**src/rtl/dmem_pkg.sv**
```systemverilog
// rtl/dmem_pkg.sv - shared types and constants for the data-memory port arbiter
package dmem_pkg;

  localparam logic [3:0] DMEM_WSTRB_FULL = 4'hF;

  typedef struct packed {
    logic        we;
    logic [31:0] addr;
    logic [31:0] wdata;
    logic [3:0]  wstrb;
  } dmem_req_t;

  typedef struct packed {
    logic [31:0] data;
    logic        err;
  } dmem_rsp_t;

  typedef enum logic [1:0] {
    ARB_IDLE,
    ARB_LOCK_RD,
    ARB_LOCK_WR
  } arb_state_t;

  function automatic logic same_word(input logic [31:0] a, input logic [31:0] b);
    return a[31:2] == b[31:2];
  endfunction

endpackage

```
**src/rtl/dmem_tag_fifo.sv**
```systemverilog
// rtl/dmem_tag_fifo.sv - 1-bit in-order tag FIFO recording is_read per granted transaction
module dmem_tag_fifo #(
  parameter int DEPTH = 2
) (
  input  logic clk,
  input  logic rst,
  input  logic push,
  input  logic push_data,
  input  logic pop,
  output logic pop_data,
  output logic full,
  output logic empty
);

  localparam int IW = (DEPTH > 1) ? $clog2(DEPTH) : 1;

  logic [DEPTH-1:0] mem;
  logic [IW-1:0]    w_idx, r_idx;
  logic             w_wrap, r_wrap;
  logic             push_en, pop_en;

  // Index wraps at DEPTH and toggles the wrap bit, so any depth works with the MSB compare.
  function automatic logic [IW-1:0] idx_next(input logic [IW-1:0] i);
    return (i == IW'(DEPTH - 1)) ? '0 : i + IW'(1);
  endfunction

  assign full     = (w_idx == r_idx) && (w_wrap != r_wrap);
  assign empty    = (w_idx == r_idx) && (w_wrap == r_wrap);
  assign push_en  = push && !full;
  assign pop_en   = pop && !empty;
  assign pop_data = mem[r_idx];

  always_ff @(posedge clk or posedge rst) begin
    if (rst) begin
      mem    <= '0;
      w_idx  <= '0;
      r_idx  <= '0;
      w_wrap <= 1'b0;
      r_wrap <= 1'b0;
    end else begin
      if (push_en) begin
        mem[w_idx] <= push_data;
        w_idx      <= idx_next(w_idx);
        if (w_idx == IW'(DEPTH - 1)) w_wrap <= ~w_wrap;
      end
      if (pop_en) begin
        r_idx <= idx_next(r_idx);
        if (r_idx == IW'(DEPTH - 1)) r_wrap <= ~r_wrap;
      end
    end
  end

endmodule

```
**src/rtl/dmem_arb.sv**
```systemverilog
// rtl/dmem_arb.sv - arbitrates write-buffer drains and reads onto one data-memory bus
module dmem_arb
  import dmem_pkg::*;
#(
  parameter int MAX_OUTSTANDING = 2,
  parameter int STARVE_LIMIT    = 4
) (
  input  logic        clk,
  input  logic        rst,
  input  logic        wb_valid_i,
  input  logic [31:0] wb_addr_i,
  input  logic [31:0] wb_wdata_i,
  input  logic [3:0]  wb_wstrb_i,
  output logic        wb_ready_o,
  input  logic        rd_valid_i,
  input  logic [31:0] rd_addr_i,
  output logic        rd_ready_o,
  output logic        rd_rvalid_o,
  output logic [31:0] rd_rdata_o,
  output logic        rd_err_o,
  output logic        wr_err_o,
  output logic        bus_req_o,
  output logic        bus_we_o,
  output logic [31:0] bus_addr_o,
  output logic [31:0] bus_wdata_o,
  output logic [3:0]  bus_wstrb_o,
  input  logic        bus_gnt_i,
  input  logic        bus_rvalid_i,
  input  logic [31:0] bus_rdata_i,
  input  logic        bus_err_i
);

  localparam int SW = $clog2(STARVE_LIMIT + 1);

  arb_state_t  state, state_n;
  logic [SW-1:0] starve_cnt;
  logic        post_rst_quiet;
  logic        sel_wr, sel_rd, grant, resp_fire;
  logic        tag_head, tag_full, tag_empty;
  dmem_req_t   req;
  dmem_rsp_t   rsp;

  dmem_tag_fifo #(.DEPTH(MAX_OUTSTANDING)) u_tag_fifo (
    .clk       (clk),
    .rst       (rst),
    .push      (grant),
    .push_data (sel_rd),
    .pop       (resp_fire),
    .pop_data  (tag_head),
    .full      (tag_full),
    .empty     (tag_empty)
  );

  always_ff @(posedge clk or posedge rst) begin
    if (rst) begin
      state          <= ARB_IDLE;
      starve_cnt     <= '0;
      post_rst_quiet <= 1'b1;
    end else begin
      state <= state_n;
      if (grant) post_rst_quiet <= 1'b0;
      if (!wb_valid_i || (grant && sel_wr))
        starve_cnt <= '0;
      else if (grant && sel_rd && starve_cnt != SW'(STARVE_LIMIT))
        starve_cnt <= starve_cnt + SW'(1);
    end
  end

  always_comb begin
    sel_wr  = 1'b0;
    sel_rd  = 1'b0;
    state_n = ARB_IDLE;
    // A response arriving while full frees a slot only from the next cycle on.
    if (!rst && !tag_full) begin
      case (state)
        ARB_LOCK_WR: sel_wr = 1'b1;
        ARB_LOCK_RD: sel_rd = 1'b1;
        default: begin
          sel_wr = wb_valid_i && (!rd_valid_i || same_word(wb_addr_i, rd_addr_i) ||
                                  starve_cnt == SW'(STARVE_LIMIT));
          sel_rd = rd_valid_i && !sel_wr;
        end
      endcase
    end
    if ((sel_wr || sel_rd) && !bus_gnt_i)
      state_n = sel_wr ? ARB_LOCK_WR : ARB_LOCK_RD;

    req = '0;
    if (sel_wr) begin
      req.we    = 1'b1;
      req.addr  = wb_addr_i;
      req.wdata = wb_wdata_i;
      req.wstrb = wb_wstrb_i;
    end else if (sel_rd) begin
      req.addr  = rd_addr_i;
      req.wstrb = DMEM_WSTRB_FULL;
    end
    grant = (sel_wr || sel_rd) && bus_gnt_i;

    rsp.data  = bus_rdata_i;
    rsp.err   = bus_err_i;
    resp_fire = !rst && bus_rvalid_i && !tag_empty;
  end

  assign bus_req_o   = sel_wr || sel_rd;
  assign bus_we_o    = req.we;
  assign bus_addr_o  = req.addr;
  assign bus_wdata_o = req.wdata;
  assign bus_wstrb_o = req.wstrb;
  assign wb_ready_o  = grant && sel_wr;
  assign rd_ready_o  = grant && sel_rd;

  assign rd_rvalid_o = resp_fire && tag_head;
  assign rd_rdata_o  = rd_rvalid_o ? rsp.data : '0;
  assign rd_err_o    = rd_rvalid_o && rsp.err;
  assign wr_err_o    = resp_fire && !tag_head && rsp.err;

  // Stale responses from before reset are tolerated until the first new grant.
  a_no_orphan_rsp: assert property (@(posedge clk) disable iff (rst)
    !(bus_rvalid_i && tag_empty && !post_rst_quiet));

endmodule
```
**config.mk**
```make
export PLATFORM = sky130hd
export DESIGN_NAME = dmem_arb
export DESIGN_NICKNAME = d
export VERILOG_FILES = /design/src/rtl/dmem_pkg.sv /design/src/rtl/dmem_tag_fifo.sv /design/src/rtl/dmem_arb.sv
export SDC_FILE = /design/constraint.sdc
export NUM_CORES = 1
export LEC_CHECK = 0
export BUFFER_PORTS_ARGS = -buffer_cell sky130_fd_sc_hd__buf_2
export CAP_MARGIN = 40
export CORE_AREA = 2 2 96 98
export DETAILED_ROUTE_END_ITERATION = 8
export DIE_AREA = 0 0 98 100
export PLACE_DENSITY = 0.66
export RECOVER_POWER = 25
export REMOVE_ABC_BUFFERS = 1
export SLEW_MARGIN = 10
export SYNTH_ARGS = -nofsm -noshare
export SYNTH_HDL_FRONTEND = slang
export SYNTH_HIERARCHICAL = 1
export SYNTH_SLANG_ARGS = --single-unit
```
**constraint.sdc**
```tcl
create_clock -name clk -period 2.8 [get_ports clk]
set_input_delay 0.42 -clock clk [delete_from_list [all_inputs] [get_ports clk]]
set_output_delay 0.42 -clock clk [all_outputs]
set_load 0.01 [all_outputs]
```
==> summary.md, run 1 <==
| Metric | Value |
|---|---|
| Critical Path Source | rd_addr_i[15] |
| Final-report hold violation count | 0 |
| Critical path startpoint category | primary input |
| Clock slew at the register clock pins of the worst setup and hold paths | 0.04 ns |
| Minimum setup slack in the final design | 0.08249 ns |
| Status | complete, no violations |
| Maximum clock rate | between 0.3 and 0.4 GHz |
| Area overhead of the layout relative to synthesis | 67.91% |
| Via count of the routed design | 3,298 |
| Height of the chip | 100 um |
| Cell count after synthesis | approximately 330 |
| First-pass GRT wire length | 15,080 um |
| Share of flip-flops with an asynchronous set or reset after synthesis | 1.000 |
| Per-instance average area after synthesis | 6.804 um^2 |
| TritonRoute pass-1 iters | 6 |
| Pin count of the biggest net entering global routing | 66 |
| Row cnt | 35 |
| Utilization after layout | 0.4228 |
| Worst slew margin relative to its limit | 0.6487 |
| Min Tclk post-route | 2.718 ns |
| Worst path bufs/invs | 3 |
| CTS Sinks | 11 |
| Crit Path Max Fanout | 7 |
| Core footprint | 8890 um^2 |
| Number of filler instances in the final layout | 950 |
| Overall power of the completed layout | 0.001885 W |
| Die Area | 9800 um^2 |
| Number of nets still failing antenna checks after routing | 0 |
| Data arrival time of the critical path | around 2.3 ns |
| CTS tree | done |
| Max-capacitance violation count | 0 |
| Final clock period utilization by the worst path | 0.9705 |
| Starting DRT DRC Count | 127 |
| Wirelength per Cell | 14.79 um |
| GRT Residual Overflow | 0 |
| Sequential standard cell area | 276.5 um^2 |
| Floorplan die width | between 90 and 100 um |
| Most frequent cell on the critical path | sky130_fd_sc_hd__buf_2 |
| Largest stage delay, worst path | 0.44 ns |
| Area of the multi-input gates | 1755 um^2 |
| Vias in the first global route | 3,142 |
| Setup tns final | 0 ns |
| Kind of critical path | primary input to output port |
| Leakage | about 2.3 nW |
| Transition time at the pin with the least slew margin | 0.5214 ns |
| Post-DP HPWL | 8407 um |
| Clock Skew | 0.005603 ns |
| Highest ir drop seen on vdd | 426.0 uV |
| Total power divided by cell area | 501.6 nW/um^2 |
| Final design instance area without fill | 3759 um^2 |
| H-tree levels | 1 |
| Initial antenna violation count | 3 |
| Post-place setup slack | -0.01631 ns |
| Global-route usage over all layers | 0.1898 |
| Dominant synthesized flop cell | sky130_fd_sc_hd__dfrtp_1 |
| Via/cell ratio | around 4.8 |
| Number of input and output port buffers inserted | roughly 250 |
| Maximum buffer depth of the clock tree | 2 |
| Source of the worst register-to-register timing path | u_tag_fifo/w_wrap |
| Top-Level Pins | approximately 250 |
| Count of unique library cells instantiated by Yosys | between 40 and 50 |
| Number of flops mapped to enable cells by yosys | 0 |
| Master of the slowest instance on the critical path | sky130_fd_sc_hd__nor4_4 |
| Dominant delay contributor by cell family on the critical path | simple AND/OR/NAND/NOR gates |
| Synth warnings | 6 |
| Final WL | roughly 10,000 um |
| Sequential-to-total area share from yosys stat | 0.1230 |
| Combined area of all synthesized cells | between 2000 and 2500 um^2 |
| Cells along the critical path | buf_2 -> xnor2_1 -> nand4_1 -> nor4_4 -> nand3_4 -> and2_4 -> buf_4 -> o22ai_1 -> buf_2 |
| Starting density of the core | 0.2518 |
| Area of placed instances | roughly 3600 um^2 |
| Classification of the worst-slack hold path | primary input to asynchronous set/reset pin |
| Hold buffer count at CTS | 0 |
| Placer's final routability congestion estimate | 0.9452 |
| Share of cells above drive strength 1 | 0.4851 |
| Cell at the root of the clock tree | sky130_fd_sc_hd__clkbuf_8 |
| Endpoint class of the critical path | output port |
| Source-to-sink clock delay at the later pin of the worst-skew pair | about 0.23 ns |
| Number of buffers added by the clock tree synthesis step | 3 |
| Net count reported at finish | 713 |
| Setup repair after global routing missed its margin | false |
| Final Slew Violations | 0 |
| Drt drc | 0 |
| Post-synthesis register bit count | 11 |
| Setup-violating endpoint count in the final report | 0 |
| Worst endpoint required time | 2.38 ns |
-- worst register-to-register path: stages (launching register included) --
cell and delay (ns):
sky130_fd_sc_hd__dfrtp_1 0.46, sky130_fd_sc_hd__xnor2_2 0.26, sky130_fd_sc_hd__nor2_2 0.11, sky130_fd_sc_hd__nor3_4 0.24, sky130_fd_sc_hd__nand3_4 0.09, sky130_fd_sc_hd__and2_4 0.22, sky130_fd_sc_hd__a21boi_0 0.32, sky130_fd_sc_hd__nand2_1 0.16
sky130_fd_sc_hd__a21oi_2 0.15, sky130_fd_sc_hd__mux2_4 0.31
-- power breakdown --
part,internal (W),switching (W),leakage (nW)
Sequential,0.000210,0.0000550,0.143
Clock,0.0000995,0.0000539,0.0228
Combinational,0.000642,0.000825,2.10
-- Yosys cell counts (2+ instances only) --
library cell,n,share of area
sky130_fd_sc_hd__inv_1,41,0.069
sky130_fd_sc_hd__nand3_1,35,0.078
sky130_fd_sc_hd__and3_1,33,0.092
sky130_fd_sc_hd__nor2b_1,33,0.092
sky130_fd_sc_hd__xnor2_1,31,0.12
sky130_fd_sc_hd__o22ai_1,29,0.081
sky130_fd_sc_hd__a21oi_1,13,0.029
sky130_fd_sc_hd__clkbuf_1,13,0.022
sky130_fd_sc_hd__buf_2,11,0.025
sky130_fd_sc_hd__dfrtp_1,11,0.12
sky130_fd_sc_hd__nand2_1,11,0.018
sky130_fd_sc_hd__o21ai_0,8,0.018
sky130_fd_sc_hd__nand4_1,7,0.020
sky130_fd_sc_hd__nor2_1,5,0.0084
sky130_fd_sc_hd__and2_1,4,0.011
sky130_fd_sc_hd__ha_1,4,0.022
sky130_fd_sc_hd__mux2i_1,3,0.013
sky130_fd_sc_hd__nor3_1,3,0.0067
sky130_fd_sc_hd__o22ai_2,3,0.017
sky130_fd_sc_hd__a21boi_0,2,0.0067
sky130_fd_sc_hd__mux2_2,2,0.010
sky130_fd_sc_hd__nand2b_1,2,0.0056
sky130_fd_sc_hd__nor3b_1,2,0.0067
sky130_fd_sc_hd__nor4_4,2,0.019
sky130_fd_sc_hd__o211ai_1,2,0.0067
-- metrics by stage --
step / instances / hold WS (ns)
after floorplan: 303 / 0.1985
after global placement: 672 / 0.3825
after detailed placement: 672 / 0.3862
after CTS: 677 / 0.1512
after global routing: 682 / 0.2962
final: 683 / 0.2517
-- layout make-up --
cell class                 count  share of cell area
timing repair buffer         262              0.3665
inverter                      42             0.04194
clock buffer                   4             0.01198
antenna                        3            0.001997
tap                          111             0.03695
sequential                    11             0.07357
multi-input combinational    250              0.4670
-- kinds of logic (layout without fill, tap and decap cells) --
kind of cell               count (synthesis)  count (layout)  synth area share
AOI/OAI and AO/OA                         64              64            0.1817
xor gates and xnor gates                  33              33            0.1325
adders and majority gates                  4               4           0.02236
buffers and inverters                     68             308            0.1252
DFF                                       11              11            0.1230
muxes                                      7               7           0.03521
other                                      0               3                 0
and+or+nand+nor                          142             142            0.3801
-- sequential cells by signal, summed over array words and instances (netlist names) --
register	flops
starve_cnt	3
state	2
u_tag_fifo/mem	2
u_tag_fifo/r_idx	1
u_tag_fifo/r_wrap	1
u_tag_fifo/w_idx	1
u_tag_fifo/w_wrap	1
-- timing repair --
action / 4_1_cts / 5_1_grt
setup buffers: 1 / 2
endpoints found under the setup margin: 65 / 66
gates cloned: 0 / 1
pin swaps: 2 / 4
resized for setup: 3 / 12
-- layout by cell type, fill, tap and decap left out, drive strengths merged, types with 11 or more instances in the layout --
cell / count
xnor2: 31
and3: 33
buf: 245
o22ai: 32
a21oi: 14
inv: 42
dfrtp: 11
nand3: 36
nand2: 11
clkbuf: 21
nor2b: 33
-- worst paths after layout --
kind                                           to  slack, ns  cells after the start
worst max-delay path               bus_addr_o[31]       0.08                      9
worst min-delay path                starve_cnt[2]       0.25                      2
worst max register to register  u_tag_fifo/mem[1]       0.36                      9
worst min register to register  u_tag_fifo/mem[0]       0.50                      1
max in group asynchronous        u_tag_fifo/w_idx       2.30                      2
min in group clk                         state[1]       0.42                      2
-- layer usage --
| layer | routed length [um] | GRT usage |
|---|---|---|
| met2 | 5380 | 0.3899 |
| met5 | 0 | 0 |
| met1 | 3585 | 0.1942 |
| met4 | 318 | 0.05235 |
| met3 | 815 | 0.03343 |
No activity file was read; power rests on OpenSTA's default activity.
==> run 2, diff against run 1 <==
--- a/config.mk
+++ b/config.mk
@@ -5,6 +5,7 @@
 export SDC_FILE = /design/constraint.sdc
 export NUM_CORES = 1
 export LEC_CHECK = 0
+export ABC_CLOCK_PERIOD_IN_PS = 2750
 export BUFFER_PORTS_ARGS = -buffer_cell sky130_fd_sc_hd__buf_2
 export CAP_MARGIN = 40
 export CORE_AREA = 2 2 96 98
==> constraint.sdc (replaced) <==
create_clock -name clk -period 2.75 [get_ports clk]
set_input_delay 0.4125 -clock clk [delete_from_list [all_inputs] [get_ports clk]]
set_output_delay 0.4125 -clock clk [all_outputs]
set_load 0.01 [all_outputs]
==> run 2 against run 1 <==
  * Power grew 7.9%
  * Combinational power grew 9.5%
  * Via count grew 2.3%
  * Clock power grew 3%
  * Register-to-register slack lost 0.04 ns
  * Sequential share of layout area shrank 0.26 points
  * Highest routed layer unchanged
  * Final area grew 3.7%
  * Die area is the same
  * Largest power group unchanged
  * Critical endpoint unchanged
  * Flip-flop and latch count is the same
==> summary.md, run 2 (synthesized netlist as in run 1, its figures left out) <==
| Metric | Value |
|---|---|
| Highest ir drop seen on vdd | 407.5 uV (was 426.0 uV) |
| Placer's final routability congestion estimate | 0.9435 (was 0.9452) |
| Core footprint | 8890 um^2 (unchanged) |
| Row cnt | 35 (unchanged) |
| Source of the worst register-to-register timing path | starve_cnt[0] (was u_tag_fifo/w_wrap) |
| Floorplan die width | 98 um (unchanged) |
| Number of input and output port buffers inserted | 245 (unchanged) |
| Leakage | 2.396 nW (was 2.263 nW) |
| Endpoint of the most critical setup path | bus_addr_o[31] (unchanged) |
| Register name with the most flops | starve_cnt (unchanged) |
| Clock Skew | 0.006365 ns (was 0.005603 ns) |
| Die Area | 9800 um^2 (unchanged) |
| Source-to-sink clock delay at the later pin of the worst-skew pair | 0.24 ns (was 0.23 ns) |
| First-pass GRT wire length | 14,540 um (was 15,080 um) |
| Pin count of the biggest net entering global routing | 66 (unchanged) |
| Vias in the first global route | 3,051 (was 3,142) |
| Initial antenna violation count | 3 (unchanged) |
| Switching component of the power | 0.0009792 W (was 0.0009336 W) |
| Largest stage delay, worst path | 0.39 ns (was 0.44 ns) |
| Net count reported at finish | 720 (was 713) |
| Overall power of the completed layout | 0.002034 W (was 0.001885 W) |
| Worst slew margin relative to its limit | 0.6475 (was 0.6487) |
| Area of the multi-input gates | 1788 um^2 (was 1755 um^2) |
| Master of the slowest instance on the critical path | sky130_fd_sc_hd__dfrtp_1 (was sky130_fd_sc_hd__nor4_4) |
| Leading cell type in the layout, fill and taps excluded | sky130_fd_sc_hd__buf_2 (unchanged) |
| Final clock period utilization by the worst path | 0.9560 |
| CTS Sinks | 11 (unchanged) |
| Minimum setup slack in the final design | 0.1209 ns (was 0.08249 ns) |
| Count of placed standard cells including taps | 675 (was 672) |
| Critical path startpoint category | register (was primary input) |
| Endpoint class of the critical path | output port (unchanged) |
| Crit Path Max Fanout | 14 (was 7) |
| Final-report hold violation count | 0 (unchanged) |
| R2r endpoint | u_tag_fifo/mem[1] (unchanged) |
| Number of filler instances in the final layout | 939 (was 950) |
| Maximum clock rate | ~0.38 GHz |
| Min Tclk post-route | 2.629 ns |
| Height of the chip | 100 um (unchanged) |
| Classification of the worst-slack hold path | primary input to asynchronous set/reset pin (unchanged) |
| Cell at the root of the clock tree | sky130_fd_sc_hd__clkbuf_8 (unchanged) |
| Final WL | 10,360 um (was 10,100 um) |
| Clock slew at the register clock pins of the worst setup and hold paths | 0.04 ns (about the same) |
| Via/cell ratio | 4.891 (was 4.829) |
| Maximum buffer depth of the clock tree | 2 (unchanged) |
| Cell-internal power | 0.001055 W (was 0.0009516 W) |
| GRT Residual Overflow | 0 (unchanged) |
| Registers with the highest flip-flop counts | starve_cnt (3), state (2), u_tag_fifo/mem (2) (unchanged) |
| Final cell count without fillers | 690 (was 683) |
| H-tree levels | 1 (unchanged) |
| Transition time at the pin with the least slew margin | 0.5288 ns (was 0.5214 ns) |
| Starting density of the core | 0.2518 (unchanged) |
| Total power divided by cell area | 522.0 nW/um^2 (was 501.6 nW/um^2) |
| Kind of critical path | register to output port (was primary input to output port) |
| Post-DP HPWL | 8345 um (was 8407 um) |
| Share of total power in combinational logic | 0.789 (was 0.778) |
| Data arrival time of the critical path | 2.22 ns (was 2.30 ns) |
| Wirelength per Cell | 15.01 um (was 14.79 um) |
| TritonRoute pass-1 iters | 5 (was 6) |
| Starting DRT DRC Count | 96 (was 127) |
| Drt drc | 0 (unchanged) |
| Sequential standard cell area | 276.5 um^2 (unchanged) |
| Critical Path Source | starve_cnt[0] (was rd_addr_i[15]) |
| Top-Level Pins | 246 (unchanged) |
| Commonest cells after routing, fill and taps aside | sky130_fd_sc_hd__buf_2 (243), sky130_fd_sc_hd__inv_1 (41), sky130_fd_sc_hd__nand3_1 (35) (was sky130_fd_sc_hd__buf_2 (230), sky130_fd_sc_hd__inv_1 (41), sky130_fd_sc_hd__nand3_1 (35)) |
| Cells along the critical path | inv_1 -> ha_1 -> a21boi_1 -> nand2_1 -> a21oi_4 -> o21ai_4 -> buf_6 -> buf_12 -> o22ai_2 -> buf_2 (was buf_2 -> xnor2_1 -> nand4_1 -> nor4_4 -> nand3_4 -> and2_4 -> buf_4 -> o22ai_1 -> buf_2) |
| Status | complete, no violations (unchanged) |
| Max-capacitance violation count | 0 (unchanged) |
| Part of the power in registers | 0.133 (was 0.140) |
| Share of cells above drive strength 1 | 0.5243 (was 0.4851) |
| Final Slew Violations | 0 (unchanged) |
| Area overhead of the layout relative to synthesis | 74.12% (was 67.91%) |
| Via count of the routed design | 3,375 (was 3,298) |
| Setup-violating endpoint count in the final report | 0 (unchanged) |
| Global-route usage over all layers | 0.1841 (was 0.1898) |
| Depth of the worst register-to-register path | 11 (was 9) |
| Setup slack of the most critical reg-to-reg path | 0.32 ns (was 0.36 ns) |
| Sw Ratio | 0.4813 (was 0.4952) |
| Max reg flops | 3 (unchanged) |
| Worst endpoint required time | 2.34 ns (was 2.38 ns) |
| Number of buffers added by the clock tree synthesis step | 3 (unchanged) |
| Part of the power in the clock network | 0.078 (was 0.081) |
| Number of nets still failing antenna checks after routing | 0 (unchanged) |
| Utilization after layout | 0.4384 (was 0.4228) |
| Post-place setup slack | -0.09269 ns (was -0.01631 ns) |
| CTS tree | done (unchanged) |
==> run 2: power groups by stage <==
stage               Clock (W)  Sequential (W)  Combinational (W)
floorplan                   0        0.000272           0.000791
global placement            0        0.000260            0.00140
detailed placement          0        0.000267            0.00143
CTS                  0.000166        0.000269            0.00145
global route         0.000178        0.000278            0.00175
finish               0.000158        0.000270            0.00161
==> run 2: repair_timing <==
item / 4_1_cts / 5_1_grt
pin swaps: 1 / 7
setup buffers: 0 / 6
hold buffers: 0 / 0
cloned: 0 / 2
gates resized for setup: 4 / 21
setup endpoints to repair: 65 / 71
==> run 2: how the worst min path moves through the flow <==
stage                     startpoint       endpoint  slack (ns)  depth (start not counted)
after floorplan                  rst  starve_cnt[0]        0.19                          1
after global placement           rst       state[0]        0.38                          2
after detailed placement         rst       state[0]        0.38                          2
after CTS                        rst       state[1]        0.14                          2
after global routing             rst       state[1]        0.28                          2
final                            rst       state[1]        0.25                          2
==> run 2: layer usage <==
layer,share of wire,vias up,global-route usage
met2,0.54,192,0.3830
met4,0.036,0,0.05983
li1,-,1623,-
met1,0.34,1535,0.1798
met3,0.080,25,0.03412
met5,0,-,0
==> run 2: per-stage QoR <==
step	TNS [ns]	instance area [um^2]	hold slack, ns
floorplan	-81.74	2116	0.1910
global placement	-0.8376	3640	0.3797
detailed placement	-0.1272	3640	0.3826
CTS	0	3704	0.1366
global route	-0.00002709	3895	0.2783
finish	0	3897	0.2465
==> run 2: cell type report <==
cell class / instances / share of cell area
Timing Repair Buffer: 269 / 0.3807
Sequential cell: 11 / 0.07095
Antenna cell: 3 / 0.001926
Inverter: 42 / 0.04045
Tap cell: 111 / 0.03563
Multi-Input combinational cell: 250 / 0.4587
Clock buffer: 4 / 0.01156
==> run 2: critical path: cells and delay by family (launching register included) <==
family | cells | cell delay, ns
AND/OR/NAND/NOR | 1 | 0.15
buffers and inverters | 4 | 0.51
flip-flops | 1 | 0.39
adder cells (fa/ha/maj) | 1 | 0.22
AO/OA/AOI/OAI | 4 | 0.70
